<file path="src/rtl/i2s_tx.sv">
// I2S (Philips) master transmitter.
// Stereo sample pairs are accepted via valid/ready into a one-entry holding
// buffer. At every frame start the buffer is copied into the per-channel shift
// registers, and the words are sent MSB first. Each word starts one sclk after
// the ws transition. If the buffer is empty at frame start, the frame is sent
// as silence and the underrun output pulses for one cycle.
module i2s_tx #(
  parameter int AUDIO_DW = 16,
  parameter int SLOT_W   = 32
) (
  input  logic                sclk,
  input  logic                rst,
  input  logic [AUDIO_DW-1:0] left_in,
  input  logic [AUDIO_DW-1:0] right_in,
  input  logic                in_valid,
  output logic                in_ready,
  output logic                ws,
  output logic                sdata,
  output logic                frame_start,
  output logic                underrun
);

  // The slot must hold the one-bit I2S delay plus the whole word.
  if (SLOT_W < AUDIO_DW + 1) begin : g_slot_too_short
    $error("i2s_tx: SLOT_W must be at least AUDIO_DW+1");
  end

  localparam int KW = (SLOT_W > 1) ? $clog2(SLOT_W) : 1;

  typedef enum logic {
    CH_LEFT  = 1'b0,
    CH_RIGHT = 1'b1
  } chan_e;

  // Slot position and channel
  logic [KW-1:0]       k_q, k_d;
  chan_e               chan_q, chan_d;

  // Holding buffer (one stereo pair)
  logic                full_q, full_d;
  logic [AUDIO_DW-1:0] buf_l_q, buf_l_d;
  logic [AUDIO_DW-1:0] buf_r_q, buf_r_d;

  // Per-channel shift registers for the frame currently on the wire
  logic [AUDIO_DW-1:0] sh_l_q, sh_l_d;
  logic [AUDIO_DW-1:0] sh_r_q, sh_r_d;

  // Registered outputs
  logic                ws_q, ws_d;
  logic                sdata_q, sdata_d;
  logic                ready_q, ready_d;
  logic                fs_q, fs_d;
  logic                ur_q, ur_d;

  // Decode helpers
  logic                slot_end;
  logic                frame_load;
  logic                xfer;
  logic                bit_slot;

  // Next-state logic: slot counter, frame-start load, input transfer and serialiser
  always_comb begin
    k_d        = k_q;
    chan_d     = chan_q;
    full_d     = full_q;
    buf_l_d    = buf_l_q;
    buf_r_d    = buf_r_q;
    sh_l_d     = sh_l_q;
    sh_r_d     = sh_r_q;
    ws_d       = ws_q;
    sdata_d    = 1'b0;
    ready_d    = ready_q;
    fs_d       = 1'b0;
    ur_d       = 1'b0;

    slot_end   = (k_q == KW'(SLOT_W - 1));
    frame_load = slot_end && (chan_q == CH_RIGHT);
    xfer       = in_valid && ready_q;

    // Advance the bit position. When the counter wraps, switch to the other channel.
    if (slot_end) begin
      k_d    = '0;
      chan_d = (chan_q == CH_LEFT) ? CH_RIGHT : CH_LEFT;
    end else begin
      k_d    = k_q + KW'(1);
    end

    // Frame start loads the shift registers from the buffer.
    // The load samples the buffer state from before this edge. A pair that
    // arrives in the same cycle does not take part and waits for the next frame.
    if (frame_load) begin
      fs_d = 1'b1;
      if (full_q) begin
        sh_l_d = buf_l_q;
        sh_r_d = buf_r_q;
        full_d = 1'b0;
      end else begin
        sh_l_d = '0;
        sh_r_d = '0;
        ur_d   = 1'b1;
      end
    end

    // Input transfer can happen only while the buffer is empty, so it never
    // overwrites a pending pair.
    if (xfer) begin
      buf_l_d = left_in;
      buf_r_d = right_in;
      full_d  = 1'b1;
    end

    // Bit positions 1..AUDIO_DW of a slot carry the word, MSB first.
    // Position 0 and the positions after the LSB are sent as 0.
    bit_slot = (k_d != '0) && (k_d <= KW'(AUDIO_DW));
    if (bit_slot) begin
      if (chan_d == CH_LEFT) begin
        sdata_d = sh_l_q[AUDIO_DW-1];
        sh_l_d  = sh_l_q << 1;
      end else begin
        sdata_d = sh_r_q[AUDIO_DW-1];
        sh_r_d  = sh_r_q << 1;
      end
    end

    ws_d    = chan_d;
    ready_d = ~full_d;
  end

  // State register with synchronous active-low reset. Reset aborts a frame in progress.
  always_ff @(posedge sclk) begin
    if (!rst) begin
      k_q     <= KW'(SLOT_W - 1);
      chan_q  <= CH_RIGHT;
      full_q  <= 1'b0;
      buf_l_q <= '0;
      buf_r_q <= '0;
      sh_l_q  <= '0;
      sh_r_q  <= '0;
      ws_q    <= 1'b1;
      sdata_q <= 1'b0;
      ready_q <= 1'b0;
      fs_q    <= 1'b0;
      ur_q    <= 1'b0;
    end else begin
      k_q     <= k_d;
      chan_q  <= chan_d;
      full_q  <= full_d;
      buf_l_q <= buf_l_d;
      buf_r_q <= buf_r_d;
      sh_l_q  <= sh_l_d;
      sh_r_q  <= sh_r_d;
      ws_q    <= ws_d;
      sdata_q <= sdata_d;
      ready_q <= ready_d;
      fs_q    <= fs_d;
      ur_q    <= ur_d;
    end
  end

  assign in_ready    = ready_q;
  assign ws          = ws_q;
  assign sdata       = sdata_q;
  assign frame_start = fs_q;
  assign underrun    = ur_q;

endmodule
</file>
<file path="config.mk">
export PLATFORM = sky130hd
export DESIGN_NAME = i2s_tx
export DESIGN_NICKNAME = d
export VERILOG_FILES = /design/src/rtl/i2s_tx.sv
export SDC_FILE = /design/constraint.sdc
export NUM_CORES = 1
export LEC_CHECK = 0
export CAP_MARGIN = 20
export CELL_PAD_IN_SITES_DETAIL_PLACEMENT = 1
export CELL_PAD_IN_SITES_GLOBAL_PLACEMENT = 2
export CORE_UTILIZATION = 37
export CTS_BUF_LIST = sky130_fd_sc_hd__clkbuf_16
export DETAILED_ROUTE_END_ITERATION = 8
export DONT_BUFFER_PORTS = 1
export PLACE_DENSITY = 0.77
export SLEW_MARGIN = 25
export SYNTH_ARGS = -nofsm -noshare
export SYNTH_HDL_FRONTEND = slang
export SYNTH_SLANG_ARGS = --single-unit
</file>
<file path="constraint.sdc">
create_clock -name sclk -period 3.1 [get_ports sclk]
set_input_delay 0.93 -clock sclk [delete_from_list [all_inputs] [get_ports sclk]]
set_output_delay 0.93 -clock sclk [all_outputs]
set_load 0.02 [all_outputs]
</file>
## Word-level counts from Yosys, hierarchy flattened

Index checks and enable logic that the tools add are counted.

| word-level totals | value |
|---|---|
| output and inout bits | 5 |
| logic and storage cells | 37 |
| flip-flop bits (word level) | 75 |
| input bits | 35 |

| cells by class | value |
|---|---|
| $add $sub $neg | 1 |
| $lt $le $gt $ge | 1 |
| bitwise gates (word level) | 1 |
| reductions and logical operators | 6 |
| eq/ne operators | 1 |
| muxes and demuxes | 16 |

Operator list:

| kind | number |
|---|---|
| $mux W16 | 8 |
| $mux W1 | 7 |
| $add A5 B1 Y5 const B | 1 |
| $eq A5 B5 Y1 const B | 1 |
| $le A5 B5 Y1 const B | 1 |
| $mux W5 | 1 |
| $reduce_bool A5 Y1 | 1 |
| $reduce_and A2 Y1 | 2 |
| $logic_and A1 B1 Y1 | 3 |
| $not A1 Y1 | 1 |

## Logic depth before layout (Yosys ltp)

| logic depth | value |
|---|---|
| word-level depth | 5 |
| depth in mapped cells | 10 |
| mapped depth without buffers | 8 |

## Worst setup path before layout

OpenSTA, ideal clock, no wires.

| path | value |
|---|---|
| path kind | register -> register |
| start | register k_q[0] |
| end | register sh_r_q[10] |
| slack | 711 ps |
| path buffers | 1 |
| data arrival time | 2317 ps |
| required time | 3028 ps |
| stages on the path, launching flop included | 9 |
| period minus slack after synthesis | 2389 ps |
| setup time | 72 ps |
| cell sequence | dfxtp_1 ha_1 and3_2 ha_1 ha_1 inv_1 o311ai_4 buf_8 mux2i_1 |

| on the way | value |
|---|---|
| elaborated cells between the ends (all ways) | 11 |
| classes of those cells | add/sub: 1; order compare: 1; eq/ne: 1; mux: 5; reduce/logical: 3 |

RTL lines:

| item | line | source |
|---|---|---|
| start: declaration | 36 | `logic [KW-1:0] k_q, k_d;` |
| start signal: assignment | 132 | `k_q <= KW'(SLOT_W - 1);` |
| start signal: assignment | 145 | `k_q <= k_d;` |
| $eq A5 B5 Y1 | 76 | `slot_end = (k_q == KW'(SLOT_W - 1));` |
| $mux W1 | 81 | `if (slot_end) begin` |
| named net chan_d | 37 | `chan_e chan_q, chan_d;` |
| $mux W16 | 116 | `if (chan_d == CH_LEFT) begin` |
| $mux W16 | 115 | `if (bit_slot) begin` |
| end signal: assignment | 151 | `sh_r_q <= sh_r_d;` |
| end: declaration | 46 | `logic [AUDIO_DW-1:0] sh_r_q, sh_r_d;` |

The timed path passes the listed nets, and every way through them passes these cells.
A chain may end at the register's enable or synchronous reset.

## Worst setup path after layout

| path | value |
|---|---|
| start | register k_q[0] |
| end | register sh_r_q[5] |

Same word-level chain as after synthesis.

==> impl_results.html <==
<table>
<tr><th>Metric</th><th>Value</th></tr>
<tr><th colspan="2">Pwr</th></tr>
<tr><td>Worst VDD drop</td><td>387 uV</td></tr>
<tr><td>Fraction of power consumed by combinational cells</td><td>0.325</td></tr>
<tr><td>Net switching power of the design</td><td>1.06 mW</td></tr>
<tr><td>Part of the total power dissipated in the clock network</td><td>0.336</td></tr>
<tr><td>PwrDens</td><td>860 mW/mm^2</td></tr>
<tr><td>Cell leakage power</td><td>1.37 nW</td></tr>
<tr><td>Sw Ratio</td><td>0.324</td></tr>
<tr><td>Part of the power in registers</td><td>0.339</td></tr>
<tr><td>Internal cell power</td><td>2.20 mW</td></tr>
<tr><th colspan="2">Route</th></tr>
<tr><td>Number of search-and-repair iterations in the first detailed-routing pass</td><td>6</td></tr>
<tr><td>Via density</td><td>4.97</td></tr>
<tr><td>DRC violation total after the first TritonRoute iteration</td><td>133</td></tr>
<tr><td>Vias after detailed routing</td><td>2631</td></tr>
<tr><td>Post-detailed-route DRC marker count</td><td>2</td></tr>
<tr><td>Aggregate routed wire length</td><td>7.41 mm</td></tr>
<tr><td>Final routed wire length divided by cell count</td><td>14.0 um</td></tr>
<tr><td>Antenna Nets Post-Route</td><td>0</td></tr>
<tr><th colspan="2">Setup path</th></tr>
<tr><td>Maximum cell stage delay along the critical path</td><td>0.58 ns</td></tr>
<tr><td>FF-to-FF path depth</td><td>8</td></tr>
<tr><td>Required time worst endpoint</td><td>3.35 ns</td></tr>
<tr><td>Worst Setup Path Type</td><td>flip-flop to flip-flop</td></tr>
<tr><td>Reg-to-reg slack, setup</td><td>0.36 ns</td></tr>
<tr><td>Element type at the critical path start</td><td>flip-flop</td></tr>
<tr><td>Capture instance of the worst register-to-register path</td><td>sh_r_q[5]</td></tr>
<tr><td>Cells along the critical path</td><td>ha_1 -&gt; and3_2 -&gt; ha_1 -&gt; ha_2 -&gt; inv_1 -&gt; o311ai_4 -&gt; buf_8 -&gt; mux2i_1</td></tr>
<tr><td>Capture point of the worst path</td><td>sh_r_q[5]</td></tr>
<tr><td>FF-to-FF Start</td><td>k_q[0]</td></tr>
<tr><td>Library cell contributing the largest single delay on the critical path</td><td>o311ai_4</td></tr>
<tr><td>Largest fanout of any net on the critical path</td><td>9</td></tr>
<tr><td>Timing startpoint of the critical path</td><td>k_q[0]</td></tr>
<tr><td>Cell occurring most often along the worst timing path</td><td>ha_1</td></tr>
<tr><td>Crit. End Element</td><td>flip-flop</td></tr>
<tr><td>Arr. time, crit path</td><td>2.99 ns</td></tr>
<tr><th colspan="2">Yosys</th></tr>
<tr><td>Most area-consuming cells after synthesis</td><td>dfxtp_1 (44%), nand2_1 (14%), mux2i_1 (8.8%)</td></tr>
<tr><td>Share of synthesized registers carrying an async set or reset</td><td>0</td></tr>
<tr><td>Seq/Total Area, Yosys</td><td>0.439</td></tr>
<tr><td>Synth Instances</td><td>431</td></tr>
<tr><td>Count of cell types in the netlist</td><td>32</td></tr>
<tr><td>Largest area contributor in the synthesized netlist</td><td>dfxtp_1</td></tr>
<tr><td>Share of the synthesized area in the top cell type</td><td>0.439</td></tr>
<tr><td>Register bit count reported by yosys</td><td>75</td></tr>
<tr><td>Average instance area after synthesis</td><td>7.94 um^2</td></tr>
<tr><td>Main flop type after synthesis</td><td>dfxtp_1</td></tr>
<tr><td>Cell with the most instances after synthesis</td><td>nand2_1</td></tr>
<tr><td>Summed instance area of the synthesized netlist</td><td>0.00342 mm^2</td></tr>
<tr><td>Warnings, synthesis</td><td>0</td></tr>
<tr><td>Post-Synthesis Net Count</td><td>469</td></tr>
<tr><td>EDFF count, synth</td><td>0</td></tr>
<tr><td>Top cell types by occurrence after synthesis</td><td>nand2_1 (127), dfxtp_1 (75), o21ai_0 (37)</td></tr>
<tr><th colspan="2">Timing</th></tr>
<tr><td>RSZ-0062 raised after global routing</td><td>false</td></tr>
<tr><td>Number of failing setup endpoints in the final timing report</td><td>0</td></tr>
<tr><td>Number of max-slew violations in the final report</td><td>0</td></tr>
<tr><td>Final period utilization</td><td>0.885</td></tr>
<tr><td>Transition time at the pin with the least slew margin</td><td>0.596 ns</td></tr>
<tr><td>Setup WS post-layout</td><td>0.355 ns</td></tr>
<tr><td>Max Clk Rate</td><td>0.364 GHz</td></tr>
<tr><td>Final hold vios</td><td>0</td></tr>
<tr><td>Worst slew slack as a fraction of its limit</td><td>0.602</td></tr>
<tr><td>Clock period minus final worst setup slack</td><td>2.74 ns</td></tr>
<tr><td>Maximum clock skew at final layout</td><td>0.00365 ns</td></tr>
<tr><td>Total negative setup slack</td><td>0 ns</td></tr>
<tr><th colspan="2">Finish</th></tr>
<tr><td>Diodes inserted</td><td>0</td></tr>
<tr><td>Finished layout cell area</td><td>0.00379 mm^2</td></tr>
<tr><td>Area taken by flip-flops and latches</td><td>0.00150 mm^2</td></tr>
<tr><td>Area used by multi-input combinational logic</td><td>0.00166 mm^2</td></tr>
<tr><td>Area growth syn-to-layout</td><td>10.7%</td></tr>
<tr><td>Final core area utilization</td><td>0.428</td></tr>
<tr><td>Layout fillers</td><td>1072</td></tr>
<tr><td>Post-layout nets</td><td>454</td></tr>
<tr><td>Layout cells sized above 1</td><td>0.0689</td></tr>
<tr><th colspan="2">Clocking</th></tr>
<tr><td>CTS tree</td><td>yes</td></tr>
<tr><td>Clock root buffer</td><td>clkbuf_16</td></tr>
<tr><td>Max clock buf depth</td><td>2</td></tr>
<tr><td>Post-cts hold buffer count</td><td>0</td></tr>
<tr><td>Clock insertion delay at the later pin of the skew report</td><td>0.33 ns</td></tr>
<tr><td>Post-cts gate resize count</td><td>0</td></tr>
<tr><td>Total CTS buffers</td><td>9</td></tr>
<tr><td>Clock edge transition at the registers on the reported setup and hold paths</td><td>0.06 ns</td></tr>
<tr><td>Number of buffers inserted to repair setup after CTS</td><td>0</td></tr>
<tr><td>Number of sinks handled by clock tree synthesis</td><td>75</td></tr>
<tr><td>H-Tree Level Count</td><td>3</td></tr>
<tr><th colspan="2">Floorplan</th></tr>
<tr><td>Core region area</td><td>0.00885 mm^2</td></tr>
<tr><td>Die Outline Area</td><td>0.00964 mm^2</td></tr>
<tr><td>Initial Utilization</td><td>0.387</td></tr>
<tr><td># IOs</td><td>40</td></tr>
<tr><td>Number of cell rows</td><td>34</td></tr>
<tr><td>Height of the chip</td><td>98.2 um</td></tr>
<tr><td>Die extent in x</td><td>98.2 um</td></tr>
<tr><th colspan="2">Global routing</th></tr>
<tr><td>Number of global-route vias before repair</td><td>2643</td></tr>
<tr><td>Final global-route overflow total</td><td>0</td></tr>
<tr><td>Number of antenna violations at the first check in global routing</td><td>0</td></tr>
<tr><td>Global-route usage over all layers</td><td>0.167</td></tr>
<tr><td>Largest net degree at the start of global routing</td><td>105</td></tr>
<tr><td>Wire length of the first global-routing pass</td><td>12.8 mm</td></tr>
<tr><th colspan="2">Place</th></tr>
<tr><td>Placed Area</td><td>0.00346 mm^2</td></tr>
<tr><td>I/O Buffers</td><td>0</td></tr>
<tr><td>Worst setup slack before clock tree synthesis</td><td>0.175 ns</td></tr>
<tr><td>RePlAce Congestion</td><td>0.792</td></tr>
<tr><td>Hpwl dp</td><td>4.63 mm</td></tr>
<tr><th colspan="2">Outcome</th></tr>
<tr><td>Violated checks</td><td>design-rule violations</td></tr>
<tr><td>Run status</td><td>finished with violations</td></tr>
<tr><th colspan="2">Worst hold path</th></tr>
<tr><td>Worst hold path type</td><td>flip-flop to flip-flop</td></tr>
<tr><th colspan="2">Flow run</th></tr>
<tr><td>Max capacitance violation total</td><td>0</td></tr>
</table>
==> per-layer routing <==
layer	global-route usage	wire length [um]	vias up	part of all wire
li1	-	-	1373	-
met1	0.222	3780	1211	0.51
met2	0.259	3310	39	0.45
met3	0.0387	230	8	0.031
met4	0.0689	95	0	0.013
met5	0	0	-	0
==> worst max-delay path: cells and delay by family (launching register included) <==
kind / cells / cell delay, ns
muxes: 1 / 0.22
AOI/OAI and AO/OA: 1 / 0.58
DFF: 1 / 0.35
buffers and inverters: 2 / 0.33
adders and majority gates: 3 / 0.96
and+or+nand+nor: 1 / 0.21
==> layout make-up <==
| type | count | area share |
|---|---|---|
| Multi-Input combinational cell | 292 | 0.437 |
| Sequential cell | 75 | 0.396 |
| Clock buffer | 9 | 0.0594 |
| Tap cell | 108 | 0.0357 |
| Inverter | 32 | 0.0317 |
| Clock inverter | 7 | 0.0225 |
| Timing Repair Buffer | 6 | 0.0172 |
==> worst min path at each step <==
stage	from	endpoint	slack, ns	cells after the start
3_5_place_dp	full_q	underrun	0.41	1
4_1_cts	full_q	underrun	0.42	1
6_report	full_q	underrun	0.42	1
5_1_grt	full_q	underrun	0.45	1
2_1_floorplan	sh_r_q[0]	sh_r_q[1]	0.43	2
3_3_place_gp	full_q	underrun	0.40	1
==> through the flow <==
| stage | power [mW] | hold WS, ns | std cells |
|---|---|---|---|
| 3_5_place_dp | 2.15 | 0.412 | 512 |
| 2_1_floorplan | 2.03 | 0.433 | 431 |
| 3_3_place_gp | 2.14 | 0.399 | 512 |
| 5_1_grt | 3.44 | 0.447 | 529 |
| 6_report | 3.26 | 0.419 | 529 |
| 4_1_cts | 3.26 | 0.424 | 528 |
==> power by group through the flow <==
| stage | combinational (mW) | clock, mW | sequential (mW) |
|---|---|---|---|
| after floorplan | 0.918 | 0 | 1.11 |
| after global placement | 1.01 | 0 | 1.12 |
| after detailed placement | 1.03 | 0 | 1.13 |
| after CTS | 1.03 | 1.12 | 1.11 |
| after global routing | 1.16 | 1.16 | 1.11 |
| final | 1.06 | 1.09 | 1.10 |
==> registers in the layout, summed over array words and instances (netlist names) <==
| signal | count |
|---|---|
| buf_l_q | 16 |
| buf_r_q | 16 |
| sh_l_q | 16 |
| sh_r_q | 16 |
| k_q | 5 |
| frame_start | 1 |
| full_q | 1 |
| in_ready | 1 |
| sdata | 1 |
| underrun | 1 |
| ws | 1 |
==> cell usage in the layout, fill, tap and decap left out, drive strengths merged, types with 2 or more instances in the layout <==
cell	n
nand2	127
dfxtp	75
nor2b	2
a21boi	34
inv	34
and2	2
nand2b	3
nand3b	2
and3	6
mux2i	30
clkinv	2
bufinv	2
clkbuf	9
nand4	2
o21ai	37
ha	3
nand3	32
buf	6
==> kinds of logic (layout without fill, tap and decap cells) <==
family	after synthesis	in the layout	synth area share
xor gates and xnor gates	2	2	0.00512
adders and majority gates	3	3	0.0110
and+or+nand+nor	181	181	0.231
DFF	75	75	0.439
buffers and inverters	64	54	0.0779
muxes	30	30	0.0878
AOI/OAI and AO/OA	76	76	0.148
(Power assumes the default switching activity.)
